`src/rtl/approx_ha_array_mul_seq_if.sv`:
```
// Operand/product handshake bundle for approx_ha_array_mul_seq.
// The master drives operands and the product-accept strobe; the multiplier is the slave.
interface approx_ha_array_mul_seq_if #(
    parameter int WIDTH = 8
);
    logic                 in_valid;
    logic                 in_ready;
    logic [WIDTH-1:0]     x;
    logic [WIDTH-1:0]     y;
    logic                 out_valid;
    logic                 out_ready;
    logic [2*WIDTH-1:0]   p;

    modport master (
        output in_valid, x, y, out_ready,
        input  in_ready, out_valid, p
    );

    modport slave (
        input  in_valid, x, y, out_ready,
        output in_ready, out_valid, p
    );
endinterface

```
`src/rtl/approx_ha_array_mul_seq.sv`:
```
// Sequential approximate multiplier: one partial-product row pair reduced by a configurable HA row per cycle.
// Optional macro APPROX_MUL_EXACT_MODE_EN adds exact_i, which forces every HA to exact for one product.
module approx_ha_array_mul_seq #(
    parameter int WIDTH = 8,
    parameter logic [(WIDTH/2)*(WIDTH-1)*2-1:0] HA_MODE = '0
) (
    input  logic clk,
    input  logic rst_n,
`ifdef APPROX_MUL_EXACT_MODE_EN
    input  logic exact_i,
`endif
    approx_ha_array_mul_seq_if.slave bus
);

    localparam int PAIRS  = WIDTH / 2;
    localparam int KW     = $clog2(PAIRS);
    localparam int MODE_W = 2 * (WIDTH - 1);
    localparam logic [KW-1:0] K_LAST = KW'(PAIRS - 1);

    typedef enum logic [1:0] {IDLE, RUN, DONE} state_t;

    state_t              state;
    logic [WIDTH-1:0]    x_q;
    logic [WIDTH-1:0]    y_q;
    logic [KW-1:0]       k_q;
    logic [2*WIDTH-1:0]  acc_q;
    logic                in_ready_q;
    logic                out_valid_q;
`ifdef APPROX_MUL_EXACT_MODE_EN
    logic                exact_q;
`endif

    logic [MODE_W-1:0]   modes_k;
    logic                xa_k;
    logic                xb_k;
    logic [WIDTH+1:0]    v_k;
    logic [2*WIDTH-1:0]  addend;

    // Reduce one row pair through the HA row; returns t + (b << 2).
    function automatic logic [WIDTH+1:0] pair_value(
        input logic [WIDTH-1:0]  yv,
        input logic              xa,
        input logic              xb,
        input logic [MODE_W-1:0] modes
    );
        logic [WIDTH:0]   t;
        logic [WIDTH-2:0] b;
        logic [WIDTH-1:0] s;
        logic [WIDTH-1:0] c;
        logic             aj;
        logic             bj;
        t = '0;
        b = '0;
        s = '0;
        c = '0;
        for (int j = 1; j < WIDTH; j++) begin
            aj = yv[j] & xa;
            bj = yv[j-1] & xb;
            case (modes[2*(j-1) +: 2])
                2'b00:   begin s[j] = aj ^ bj; c[j] = aj & bj; end
                2'b01:   s[j] = aj | bj;
                2'b10:   c[j] = aj;
                default: ;
            endcase
        end
        t[0] = yv[0] & xa;
        for (int j = 1; j < WIDTH; j++) t[j] = s[j];
        t[WIDTH] = c[WIDTH-1];
        for (int i = 0; i <= WIDTH - 3; i++) b[i] = c[i+1];
        b[WIDTH-2] = yv[WIDTH-1] & xb;
        return {1'b0, t} + ({3'b000, b} << 2);
    endfunction

    always_comb begin
        modes_k = HA_MODE[MODE_W*int'(k_q) +: MODE_W];
`ifdef APPROX_MUL_EXACT_MODE_EN
        if (exact_q) modes_k = '0;
`endif
        xa_k   = x_q[2*k_q];
        xb_k   = x_q[2*k_q+1];
        v_k    = pair_value(y_q, xa_k, xb_k, modes_k);
        addend = {{(WIDTH-2){1'b0}}, v_k} << (2*k_q);
    end

    always_ff @(posedge clk or negedge rst_n) begin
        if (!rst_n) begin
            state       <= IDLE;
            x_q         <= '0;
            y_q         <= '0;
            k_q         <= '0;
            acc_q       <= '0;
            in_ready_q  <= 1'b1;
            out_valid_q <= 1'b0;
`ifdef APPROX_MUL_EXACT_MODE_EN
            exact_q     <= 1'b0;
`endif
        end else begin
            case (state)
                IDLE: begin
                    if (bus.in_valid) begin
                        x_q        <= bus.x;
                        y_q        <= bus.y;
                        k_q        <= '0;
                        acc_q      <= '0;
                        in_ready_q <= 1'b0;
`ifdef APPROX_MUL_EXACT_MODE_EN
                        exact_q    <= exact_i;
`endif
                        state      <= RUN;
                    end
                end
                RUN: begin
                    // Accumulation wraps modulo 2^(2*WIDTH); A-carry mode may overshoot.
                    acc_q <= acc_q + addend;
                    if (k_q == K_LAST) begin
                        out_valid_q <= 1'b1;
                        state       <= DONE;
                    end else begin
                        k_q <= k_q + 1'b1;
                    end
                end
                DONE: begin
                    if (bus.out_ready) begin
                        out_valid_q <= 1'b0;
                        in_ready_q  <= 1'b1;
                        state       <= IDLE;
                    end
                end
                default: state <= IDLE;
            endcase
        end
    end

    assign bus.in_ready  = in_ready_q;
    assign bus.out_valid = out_valid_q;
    assign bus.p         = acc_q;

endmodule

```
`src/flat_wrapper.sv`:
```
// flat-port wrapper written by rule: the top's interface ports become plain ports
module approx_ha_array_mul_seq_flat 
#(
    parameter int WIDTH = 8,
    parameter logic [(WIDTH/2)*(WIDTH-1)*2-1:0] HA_MODE = '0
)
  (clk, rst_n, bus_in_valid, bus_x, bus_y, bus_out_ready, bus_in_ready, bus_out_valid, bus_p);
  approx_ha_array_mul_seq_if #(.WIDTH(WIDTH)) bus_i ();
  input  logic clk;
  input  logic rst_n;
  input wire logic [$bits(bus_i.in_valid)-1:0] bus_in_valid;
  input wire logic [$bits(bus_i.x)-1:0] bus_x;
  input wire logic [$bits(bus_i.y)-1:0] bus_y;
  input wire logic [$bits(bus_i.out_ready)-1:0] bus_out_ready;
  output wire logic [$bits(bus_i.in_ready)-1:0] bus_in_ready;
  output wire logic [$bits(bus_i.out_valid)-1:0] bus_out_valid;
  output wire logic [$bits(bus_i.p)-1:0] bus_p;
  assign bus_i.in_valid = bus_in_valid;
  assign bus_i.x = bus_x;
  assign bus_i.y = bus_y;
  assign bus_i.out_ready = bus_out_ready;
  assign bus_in_ready = bus_i.in_ready;
  assign bus_out_valid = bus_i.out_valid;
  assign bus_p = bus_i.p;
  approx_ha_array_mul_seq #(.WIDTH(WIDTH), .HA_MODE(HA_MODE)) u_core (.clk(clk), .rst_n(rst_n), .bus(bus_i));
endmodule
```
`config.mk`:
```
export PLATFORM = sky130hd
export DESIGN_NAME = approx_ha_array_mul_seq_flat
export DESIGN_NICKNAME = d
export VERILOG_FILES = /design/src/rtl/approx_ha_array_mul_seq_if.sv /design/src/rtl/approx_ha_array_mul_seq.sv /design/src/flat_wrapper.sv
export SDC_FILE = /design/constraint.sdc
export NUM_CORES = 1
export LEC_CHECK = 0
export CAP_MARGIN = 10
export CORE_UTILIZATION = 51
export DETAILED_ROUTE_END_ITERATION = 8
export PLACE_DENSITY = 0.83
export SYNTH_ARGS = -nofsm -noshare
export SYNTH_HDL_FRONTEND = slang
export SYNTH_SLANG_ARGS = --single-unit
```
`constraint.sdc`:
```
create_clock -name clk -period 4.45 [get_ports clk]
set_input_delay 1.335 -clock clk [delete_from_list [all_inputs] [get_ports clk]]
set_output_delay 1.335 -clock clk [all_outputs]
set_load 0.005 [all_outputs]
```
# Word level (Yosys, flattened, before mapping)
# Index checks and enable logic that the tools add are counted.
[word_totals] register_bits=38 latch_bits=0 mem_bits_rw=0 mem_bits_ro=0 input_bits=20 out_inout_bits=18 word_cells=124 mem_count=0
[op_classes] add_sub_neg=4 mul=1 div_mod_pow=0 n_lt_le_gt_ge=2 eq_ne=21 n_shift=2 muxes=33 n_bitwise=37 n_reduce_logical=17
[ops] op="$shiftx 56x32->14 const A" n=1
[ops] op="$lt 32x4->1 const B" n=1
[ops] op="$pmux 1 s2" n=16
[ops] op="$pmux 16 s2" n=1
[ops] op="$and 1x1->1" n=23
[ops] op="$eq 2x2->1 const B" n=9
[ops] op="$add 16x16->16" n=1
[ops] op="$eq 2x1->1 const B" n=8
[ops] op="$logic_not 2->1" n=8
[ops] op="$mux 16" n=1
[ops] op="$shl 10x3->16" n=1
[ops] op="$reduce_and 3->1" n=4
[ops] op="$add 9x9->10" n=1
[ops] op="$mux 2" n=5
[ops] op="$or 1x1->1" n=7
[ops] op="$xor 1x1->1" n=7
[ops] op="$mux 1" n=6
[ops] op="$ne 2x2->1 const B" n=3
[ops] op="$pmux 2 s3" n=1
[ops] op="$reduce_bool 2->1" n=3
[ops] op="$mul 3x2->5 const A" n=1
[ops] op="$add 3x1->4 const B" n=1
[ops] op="$lt 3x4->1 const B" n=1
[ops] op="$pmux 2 s2" n=1
[ops] op="other kinds (5)" n=6

# Longest topological paths before layout
# Gate-level depths: netlist of the first run.
[logic_depth] ltp_word=10 mapped_depth=19

# Worst setup path before layout of the first run
# Ideal clock, no wire load.
[synth_path] path_kind="flip-flop to flip-flop" startpoint="reg u_core.k_q[0]" endpoint="reg u_core.acc_q[15], in the netlist u_core.bus.p[15]" arrival_ns=4.601 required_ns=4.370 path_slack_ns=-0.231 stages_incl_launch_ff=20 path_buffers=1 cell_sequence="dfrtp_1 -> buf_4 -> mux4_2 -> and2_1 -> ha_1 -> ha_1 -> fa_1 -> a21o_1 -> a21oi_1 -> o21bai_1 -> a211o_1 -> a31oi_1 -> o31a_1 -> ha_1 -> and3_4 -> o211a_4 -> a2111oi_2 -> o22ai_1 -> and2_4 -> o211ai_2"
[synth_between] elab_chain_len=10 word_cells_on_any_way=83 cone_classes="3 x add/sub; 1 x mul; 14 x eq/ne; 2 x shift; 19 x mux; 37 x bitwise; 7 x reduce/logical"
[synth_lines] element="start, declared" line="approx_ha_array_mul_seq.sv:25" source="logic [KW-1:0] k_q;"
[synth_lines] element="start signal, assigned" line="approx_ha_array_mul_seq.sv:119" source="k_q <= k_q + 1'b1;"
[synth_lines] element="branches (longest 7 deep; another with $add 9x9->10)"
[synth_lines] element="$shl 10x3->16 (*)" line="approx_ha_array_mul_seq.sv:82" source="addend = {{(WIDTH-2){1'b0}}, v_k} << (2*k_q);"
[synth_lines] element="$add 16x16->16 (*)" line="approx_ha_array_mul_seq.sv:114" source="acc_q <= acc_q + addend;"
[synth_lines] element="$pmux 16 s2 (*)" line="approx_ha_array_mul_seq.sv:98" source="case (state)"
[synth_lines] element="end signal, assigned" line="approx_ha_array_mul_seq.sv:114"
[synth_lines] element="end, declared" line="approx_ha_array_mul_seq.sv:26" source="logic [2*WIDTH-1:0] acc_q;"
# Every way passes the cells marked *. The select of a mux whose other input is x is not followed.
# A chain may end at the register's enable or synchronous reset.

# Worst setup path in the final report of the first run
# Ends and elaborated chain as after synthesis.

==> results of run 1 <==
==> flip-flops by register name, summed over array words and instances, names as in the netlist <==
register              flops
u_core.state              2
u_core.bus.in_ready       1
u_core.bus.out_valid      1
u_core.x_q                8
u_core.k_q                2
u_core.y_q                8
u_core.bus.p             16
==> worst reg2reg max path: stages (launching register included) <==
cell	delay [ps]
dfrtp_1	410
mux4_2	620
and2_4	210
ha_4	210
ha_4	160
fa_2	360
a21o_1	200
a21oi_2	150
o21bai_1	110
a211o_1	350
and2_4	160
o211ai_1	170
ha_1	250
and3_4	220
o211a_4	170
a2111oi_4	70
or4_4	500
and2_4	150
o211ai_2	140
==> layout make-up <==
class | instances | area (um2)
multi-input combinational | 255 | 2150
timing repair buffer | 67 | 594
fill | 381 | 1590
tap | 72 | 90.1
inverter | 12 | 45.0
clock buffer | 5 | 68.8
clock inverter | 3 | 45.0
sequential | 38 | 952
==> cell families after synthesis <==
family                     count (synthesis)  synth area share [%]
and+or+nand+nor                           90                  15.3
DFF                                       38                  32.4
adders and majority gates                 32                  14.2
AOI/OAI and AO/OA                         98                  22.5
muxes                                     20                  8.40
xor gates and xnor gates                  15                  4.48
buffers and inverters                     20                  2.73
==> through the flow <==
stage               utilization, %  cell area, um2
global placement              64.1            3550
detailed placement            64.1            3550
global route                  71.2            3950
floorplan                        -            2960
CTS                           68.1            3770
finish                        71.2            3950
==> per-layer routing <==
layer / wire length, um / track usage, % / up-vias / share of wire (%)
li1: - / - / 1279 / -
met1: 3290 / 33.1 / 1353 / 41
met2: 3970 / 43.8 / 146 / 49
met3: 497 / 4.12 / 33 / 6.2
met4: 285 / 10.6 / 0 / 3.5
met5: 0 / 0 / - / 0
==> repair_timing <==
| item | in CTS | in global routing |
|---|---|---|
| pin swaps | 19 | 22 |
| cloned | 0 | 0 |
| endpoints found under the setup margin | 6 | 8 |
| setup buffers | 4 | 3 |
| resized for setup | 16 | 26 |
==> placed cells by master (no fill, tap or decap), drive strengths merged, types with 4 or more instances in the layout <==
cell type      count
a21o               7
buf               31
a21oi             23
nor3               4
o22ai              5
xor2               6
clkdlybuf4s50     36
o21ai             24
o211ai             6
and2              20
nand2             34
inv               12
o31ai              5
o21a               6
dfrtp             37
mux2              17
nor2              12
nand3              8
clkbuf             5
ha                30
xnor2              9
o21bai             6
==> worst max path at each step <==
| stage | cells past startpoint | to | from |
|---|---|---|---|
| 4_1_cts | 18 | u_core.bus.p[15]$_DFFE_PN0P_ | u_core.k_q[0]$_DFFE_PN0P_ |
| 3_3_place_gp | 18 | u_core.bus.p[15]$_DFFE_PN0P_ | u_core.k_q[0]$_DFFE_PN0P_ |
| 3_5_place_dp | 18 | u_core.bus.p[15]$_DFFE_PN0P_ | u_core.k_q[0]$_DFFE_PN0P_ |
| 6_report | 18 | u_core.bus.p[15]$_DFFE_PN0P_ | u_core.k_q[0]$_DFFE_PN0P_ |
| 5_1_grt | 18 | u_core.bus.p[15]$_DFFE_PN0P_ | u_core.k_q[0]$_DFFE_PN0P_ |
| 2_1_floorplan | 19 | u_core.bus.p[15]$_DFFE_PN0P_ | u_core.k_q[0]$_DFFE_PN0P_ |
==> summary.txt, run 1 <==
Logic synthesis
  • EDFF count, synth: 0
  • Leading post-synthesis cells by cell area: dfrtp_1, ha_1, mux2_2
  • Post-synth ARST share: 100%
  • Synthesis Warnings: 0
  • Synth Net Count: 365
  • Netlist Area Pre-Place: 0.00294 mm2
  • Syn Area/Cell: around 9.4 um2
  • Ys flop type: dfrtp_1
  • Post-Synthesis Cells: between 300 and 400
  • Cell with the most instances after synthesis: dfrtp_1
  • Leading area contributor after synthesis: dfrtp_1
  • Share of the synthesized area in the top cell type: 31.5%
  • Post-synthesis sequential element count: 38
  • Distinct cells, synth: 53
  • Post-synthesis sequential area ratio: 32.4%
  • Top cells by instance count after synthesis: dfrtp_1, nand2_1, ha_1

Worst hold path
  • Worst Hold End: u_core.x_q[1]$_DFFE_PN0P_
  • Hold_sp: u_core.x_q[1]$_DFFE_PN0P_
  • Worst Hold Class: reg -> reg
  • Hold path cells: 1

Floorplanning
  • Die Wd: between 70 and 80 um
  • Die Area: approximately 0.006 mm2
  • Core area: 0.00554 mm2
  • Starting density of the core: between 50% and 60%
  • Ports: 38
  • Row Count: 27
  • Die height: between 70 and 80 um

Setup path
  • Critical Path, Cell by Cell: mux4_2, and2_4, ha_4, ha_4, fa_2, a21o_1, a21oi_2, o21bai_1, a211o_1, and2_4, o211ai_1, ha_1, and3_4, o211a_4, a2111oi_4, or4_4, and2_4, o211ai_2
  • Worst R2R End: u_core.bus.p[15]$_DFFE_PN0P_
  • CP required: approximately 4700 ps
  • Critical path class: reg -> reg
  • Critical Path End Type: flip-flop
  • FF-to-FF path depth: 18
  • Top cell by count, worst path: and2_4
  • Crit-path leading delay family: compound AO/OA/AOI/OAI gates
  • Slowest cell on crit path: mux4_2
  • Worst Path Max Fanout: 8
  • R2R Setup Slk: -240 ps
  • R2r startpoint: u_core.k_q[0]$_DFFE_PN0P_
  • Worst path buffer plus inverter count: 0
  • CP max stage delay: just over 600 ps
  • Worst EP arrival: about 4900 ps
  • Critical Path Source Type: flip-flop

Drt
  • Routed length per placed instance: ~18 um
  • First DRT Iteration DRCs: 211
  • Number of detailed-route iterations in the first pass: 5
  • Via count: 2811
  • Post-DR vias/cell: roughly 6.2
  • Antenna Violating Nets Remaining: 0
  • DR DRC count: 0
  • Post-Route WL: 8040 um

Clock network
  • TritonCTS buffer count: 5
  • CTS tree: done
  • CTS root buf: clkbuf_8
  • Worst-path clk slew: 80 ps
  • Clock Latency Late Sink: 300 ps
  • Hold_buf cts: 0
  • Clock sink total: 38
  • CTS H-tree lvls: 2
  • Max Buffers Root-to-Sink: 2

Timing
  • RSZ-0062 raised after global routing: yes
  • Finish-stage setup viols: 3
  • Setup total negative slack: -363 ps
  • Hold_ws: approximately 500 ps
  • Max-slew violation count: 0
  • Fin. Hold Viols: 0
  • Final period utilization: 105%
  • Worst slew pin tran: 853 ps
  • PnR worst setup slack: -237 ps
  • Tmin final: 4690 ps
  • Setup Skew: around 6.3 ps
  • Max Freq: 213 MHz
  • Relative slew slack: 43.1%

Place
  • Dpl cells: between 400 and 500
  • DP Worst Slack: -187 ps
  • Routability cong.: 0.957
  • Detailed placer's ending HPWL: ~5100 um
  • I/O Buffers: 37

Flow run
  • MaxCap Viol Count: 0

Run status
  • Failing checks: setup timing
  • Status: finished, violations left

Global routing
  • Initial antenna violation count: 0
  • Number of global-route vias before repair: ~2600
  • Grt ovf: 0
  • First-pass GRT wire length: approximately 12000 um
  • Largest net degree at the start of global routing: 39
  • GR Util All Layers: 26.0%

Layout
  • Fraction of layout cells with a size suffix above 1: 28.7%
  • Ant. Diodes: 0
  • Final-stage net count: between 400 and 500
  • Final Non-Filler Cells: between 400 and 500
  • Synth-to-Final Area Change: 34.4%
Power of run 1 is not shown: default switching activity piles up to over one toggle a cycle in this logic, so the estimate is an artifact.
==> inputs of run 2 (changes only) <==
- CORE_MARGIN: not set -> 3
==> run 2 against run 1 <==
Net effect: the flow still finishes with violations (setup timing); critical path depth did not move; largest cell class unchanged; via count fell by 3.5%; first-iteration DRC count fell by 18%; critical path type unchanged; clock-buffer cell count did not move.
==> summary.txt, run 2 (same netlist as run 1, synthesis figures left out) <==
Run status
  • Status: finished, violations left
  • Failing checks: setup timing

Floorplanning
  • Ports: 38 (unchanged)
  • Die height: 81.9 um (+5.1%)
  • Die Wd: 81.9 um (+5.1%)
  • Row Count: 26 (-3.7%)
  • Core area: 0.00534 mm2 (-3.7%)
  • Die Area: 0.00670 mm2 (+11%)
  • Starting density of the core: 55.0% (+2.0 points)

Clock network
  • TritonCTS buffer count: 5 (unchanged)
  • Worst-path clk slew: 80 ps (about the same)
  • Clock Latency Late Sink: 290 ps (about the same)
  • Hold_buf cts: 0 (unchanged)
  • Max Buffers Root-to-Sink: 2 (unchanged)
  • CTS tree: done
  • Clock sink total: 38 (unchanged)
  • CTS H-tree lvls: 2 (unchanged)
  • CTS root buf: clkbuf_8

Drt
  • DR DRC count: 0 (unchanged)
  • Number of detailed-route iterations in the first pass: 4 (-1)
  • First DRT Iteration DRCs: 172 (-18%)
  • Post-DR vias/cell: 6.00 (-3.5%)
  • Via count: 2714 (-3.5%)
  • Antenna Violating Nets Remaining: 0 (unchanged)
  • Routed length per placed instance: 17.5 um (-1.7%)
  • Post-Route WL: 7910 um (-1.7%)

Timing
  • RSZ-0062 raised after global routing: yes
  • Setup Skew: 2.87 ps (-3.39 ps)
  • Fin. Hold Viols: 0 (unchanged)
  • Relative slew slack: 43.1% (-0.074 points)
  • Tmin final: 4600 ps (-89.7 ps)
  • Finish-stage setup viols: 4 (+1)
  • Hold_ws: 515 ps (+6.93 ps)
  • Max-slew violation count: 0 (unchanged)
  • PnR worst setup slack: -147 ps (+89.7 ps)
  • Worst slew pin tran: 854 ps (+1.11 ps)
  • Final period utilization: 103% (-2.0 points)
  • Max Freq: 218 MHz (+2.0%)

Place
  • Placed Area: 0.00355 mm2 (about the same)
  • I/O Buffers: 37 (unchanged)
  • Routability cong.: 0.920 (-3.9%)
  • Detailed placer's ending HPWL: 5290 um (+3.9%)

Layout
  • Synth-to-Final Area Change: 34.7%
  • Ant. Diodes: 0 (unchanged)
  • Final-stage net count: 433 (+0.46%)
  • Multi-input logic area: 0.00213 mm2 (-0.87%)
  • Sequential cell area: 953 um2 (+0.13%)
  • Fraction of layout cells with a size suffix above 1: 28.0% (-0.67 points)
  • Finished Cell Area: 0.00395 mm2 (+0.19%)
  • Max reg flops: 16 (unchanged)
  • Final core utilization: 74.1% (+2.9 points)
  • Commonest cells after routing, fill and taps aside: clkdlybuf4s50_1, dfrtp_1, nand2_1
  • Fillers: 392 (+2.9%)

Global routing
  • Grt ovf: 0 (unchanged)
  • Initial antenna violation count: 0 (unchanged)
  • Largest net degree at the start of global routing: 39 (unchanged)
  • GR Util All Layers: 24.7% (-1.3 points)
  • First-pass GRT wire length: 12700 um (+1.8%)
  • Number of global-route vias before repair: 2654 (+0.84%)

Setup path
  • Worst EP arrival: 4820 ps (-90 ps)
  • CP required: 4670 ps (about the same)
  • Critical Path Source Type: flip-flop
  • Critical path class: reg -> reg
  • Critical Path End Type: flip-flop
  • FF-to-FF path depth: 18 (unchanged)
  • Worst path buffer plus inverter count: 0 (unchanged)
  • Top cell by count, worst path: and2_4
  • R2R Setup Slk: -150 ps (+90 ps)
  • Worst Path Max Fanout: 5 (-3)
  • Slowest cell on crit path: mux4_2
  • CP max stage delay: 580 ps (-40 ps)
  • R2r startpoint: u_core.k_q[0]$_DFFE_PN0P_
  • Worst R2R End: u_core.bus.p[15]$_DFFE_PN0P_
  • Critical Path, Cell by Cell: mux4_2, and2_4, ha_4, ha_4, fa_2, a21o_1, a21oi_2, o21bai_1, a211o_1, and2_4, o211ai_1, ha_1, and3_4, o211a_4, a2111oi_4, or4_4, and2_4, o211ai_2
  • Crit-path leading delay family: compound AO/OA/AOI/OAI gates

Worst hold path
  • Worst Hold Class: reg -> reg
  • Worst Hold End: u_core.x_q[1]$_DFFE_PN0P_
  • Hold path cells: 1 (unchanged)
  • Hold_sp: u_core.x_q[1]$_DFFE_PN0P_

Flow run
  • MaxCap Viol Count: 0 (unchanged)
[run 2: stage by stage]
stage / instances / TNS [ps] / setup slack [ps]
final: 452 / -357 / -147
after global routing: 452 / -1020 / -333
after CTS: 449 / -200 / -85.8
after detailed placement: 435 / -699 / -251
after global placement: 435 / -62.7 / -62.7
after floorplan: 313 / -59.8 / -59.8
[run 2: worst max-delay path by stage]
| stage | slack (ps) | end | cells after the start | startpoint |
|---|---|---|---|---|
| global route | -330 | u_core.bus.p[12]$_DFFE_PN0P_ | 20 | u_core.k_q[0]$_DFFE_PN0P_ |
| finish | -150 | u_core.bus.p[15]$_DFFE_PN0P_ | 18 | u_core.k_q[0]$_DFFE_PN0P_ |
| detailed placement | -250 | u_core.bus.p[15]$_DFFE_PN0P_ | 18 | u_core.k_q[0]$_DFFE_PN0P_ |
| floorplan | -60 | u_core.bus.p[15]$_DFFE_PN0P_ | 19 | u_core.k_q[0]$_DFFE_PN0P_ |
| CTS | -90 | u_core.bus.p[15]$_DFFE_PN0P_ | 18 | u_core.k_q[0]$_DFFE_PN0P_ |
| global placement | -60 | u_core.bus.p[15]$_DFFE_PN0P_ | 18 | u_core.k_q[0]$_DFFE_PN0P_ |
[run 2: final cells by class]
class / instances / area share, %
multi-input cells: 256 / 53.9
flip-flops and latches: 38 / 24.1
repair buffers: 68 / 15.1
well taps: 70 / 2.22
clock buffers: 5 / 1.74
clock inverters: 3 / 1.74
inverters: 12 / 1.14
[run 2: layer usage]
metal,global-route usage [%],share of wire (%),up-vias
li1,-,-,1281
met1,32.1,43,1313
met2,41.7,48,92
met3,4.28,5.5,28
met4,7.64,3.1,0
met5,0,0,-
[run 2: repair_timing]
action                                  CTS  global route
buffers inserted                          5             3
pin swaps                                14            18
resized for setup                        14            26
endpoints found under the setup margin    7             7
cloned                                    1             0
Power of run 2 is left out for the same reason.
==> inputs of run 3 (changes only) <==
- clock period: 4.45 -> 3.7 ns (I/O delays scaled with it)
==> run 3 against run 2 <==
Net effect: the flow still finishes with violations (setup timing); register-to-register slack worse by 860 ps; die area is the same; clock skew grew 0.93 ps; design area is 12% higher; maximum frequency shrank 2.3%; clock-buffer cell count is the same; non-clock buffer count increased by 34; hold slack got worse by 0.61 ps; sequential share of layout area down 2.7 points.
==> summary.txt, run 3 (same netlist as run 1, synthesis figures left out) <==
Run status
  • Status: finished, violations left
  • Failing checks: setup timing

Global routing
  • Initial antenna violation count: 0 (unchanged)
  • Number of global-route vias before repair: 2895 (+9.1%)
  • First-pass GRT wire length: 14200 um (+12%)
  • GR Util All Layers: 27.7% (+3.1 points)
  • Largest net degree at the start of global routing: 39 (unchanged)
  • Grt ovf: 0 (unchanged)

Floorplanning
  • Die height: 81.9 um (unchanged)
  • Starting density of the core: 55.0% (unchanged)
  • Die Area: 0.00670 mm2 (unchanged)
  • Core area: 0.00534 mm2 (unchanged)
  • Die Wd: 81.9 um (unchanged)
  • Row Count: 26 (unchanged)
  • Ports: 38 (unchanged)

Timing
  • Final period utilization: 127% (+24 points)
  • Finish-stage setup viols: 11 (+7)
  • Worst slew pin tran: 870 ps (+16.3 ps)
  • RSZ-0062 raised after global routing: yes
  • Max-slew violation count: 0 (unchanged)
  • Max Freq: 213 MHz (-2.3%)
  • PnR worst setup slack: -1000 ps (-857 ps)
  • Fin. Hold Viols: 0 (unchanged)
  • Relative slew slack: 42.0% (-1.1 points)
  • Tmin final: 4700 ps (+107 ps)
  • Setup Skew: 3.79 ps (+0.926 ps)

Drt
  • Routed length per placed instance: 19.9 um (+14%)
  • Via count: 3118 (+15%)
  • Antenna Violating Nets Remaining: 0 (unchanged)
  • Number of detailed-route iterations in the first pass: 6 (+2)
  • Post-DR vias/cell: 6.43 (+7.1%)
  • First DRT Iteration DRCs: 297 (+73%)
  • Post-Route WL: 9670 um (+22%)
  • DR DRC count: 0 (unchanged)

Place
  • Routability cong.: 0.892 (-3.0%)
  • Detailed placer's ending HPWL: 5790 um (+9.4%)
  • I/O Buffers: 37 (unchanged)
  • Dpl cells: 468 (+7.6%)

Setup path
  • Critical Path End Type: flip-flop
  • Critical Path Source Type: flip-flop
  • Critical path class: reg -> reg
  • Worst Path Max Fanout: 4 (-1)
  • CP required: 3920 ps (-750 ps)
  • Worst EP arrival: 4930 ps (+110 ps)

Clock network
  • CTS H-tree lvls: 2 (unchanged)
  • Hold_buf cts: 0 (unchanged)
  • CTS tree: done
  • Clock Latency Late Sink: 300 ps (about the same)
  • CTS root buf: clkbuf_8
  • Max Buffers Root-to-Sink: 2 (unchanged)
  • TritonCTS buffer count: 5 (unchanged)
  • Worst-path clk slew: 90 ps (about the same)
  • Clock sink total: 38 (unchanged)

Layout
  • Most common cell after layout, fill and taps aside: buf_4
  • Final-stage net count: 466 (+7.6%)
  • Fillers: 290 (-26%)
  • Ant. Diodes: 0 (unchanged)
  • Commonest cells after routing, fill and taps aside: buf_4, dfrtp_1, clkdlybuf4s50_1
  • Max reg flops: 16 (unchanged)
  • Final Non-Filler Cells: 485 (+7.3%)
  • Fraction of layout cells with a size suffix above 1: 39.8% (+12 points)
  • Synth-to-Final Area Change: 51.4%

Flow run
  • MaxCap Viol Count: 0 (unchanged)

Worst hold path
  • Worst Hold Class: reg -> reg
[run 3: path summary, 6_finish.rpt]
| check | slack, ps | cells past startpoint | start | endpoint |
|---|---|---|---|---|
| max in group asynchronous | 2240 | 1 | rst_n | u_core.bus.p[9]$_DFFE_PN0P_ |
| worst max register to register | -1000 | 18 | u_core.k_q[0]$_DFFE_PN0P_ | u_core.bus.p[15]$_DFFE_PN0P_ |
| worst max-delay path | -1000 | 18 | u_core.k_q[0]$_DFFE_PN0P_ | u_core.bus.p[15]$_DFFE_PN0P_ |
| min in group asynchronous | 920 | 1 | rst_n | u_core.x_q[3]$_DFFE_PN0P_ |
| worst min register to register | 510 | 1 | u_core.x_q[6]$_DFFE_PN0P_ | u_core.x_q[6]$_DFFE_PN0P_ |
| worst min-delay path | 510 | 1 | u_core.x_q[6]$_DFFE_PN0P_ | u_core.x_q[6]$_DFFE_PN0P_ |
[run 3: worst max-delay path, stage by stage (launching register included)]
cell       delay (ps)
dfrtp_1           410
mux4_2            600
and2_1            210
ha_2              200
ha_4              170
fa_2              360
a21o_1            180
a21oi_2           150
o21bai_1           90
a211o_1           280
and2_4            150
o211ai_1          230
ha_1              330
and3_4            220
o211a_4           150
a2111oi_4         390
o22ai_2           140
and2_4            190
o211ai_2          150
[run 3: area by class of cell]
cell class | count | area [um2] | area share, %
repair buffers | 102 | 887 | 20.0
multi-input cells | 255 | 2360 | 53.1
flip-flops and latches | 38 | 952 | 21.4
clock buffers | 5 | 68.8 | 1.55
well taps | 70 | 87.6 | 1.97
clock inverters | 3 | 45.0 | 1.01
inverters | 12 | 45.0 | 1.01
[run 3: per-stage QoR]
step	setup WS [ps]	hold slack (ps)	area, um2	utilization (%)	setup TNS [ps]
2_1_floorplan	-809	475	2980	-	-3380
4_1_cts	-815	519	4200	78.8	-4890
3_5_place_dp	-1030	500	3810	71.5	-6840
5_1_grt	-1200	548	4440	83.3	-8150
3_3_place_gp	-840	491	3810	71.5	-5660
6_report	-1000	514	4440	83.3	-5800
[run 3: per-layer routing]
layer | global-route usage (%) | vias to the layer above | part of all wire (%)
met4 | 11.8 | 0 | 5.0
met1 | 35.6 | 1479 | 40
met2 | 45.6 | 218 | 47
li1 | - | 1354 | -
met3 | 5.15 | 67 | 8.3
met5 | 0 | - | 0
[run 3: timing repair]
action | 4_1_cts | 5_1_grt
pin swaps | 24 | 29
gates resized for setup | 52 | 35
setup buffers | 4 | 6
setup endpoints to repair | 12 | 11
Power of run 3 is left out for the same reason.
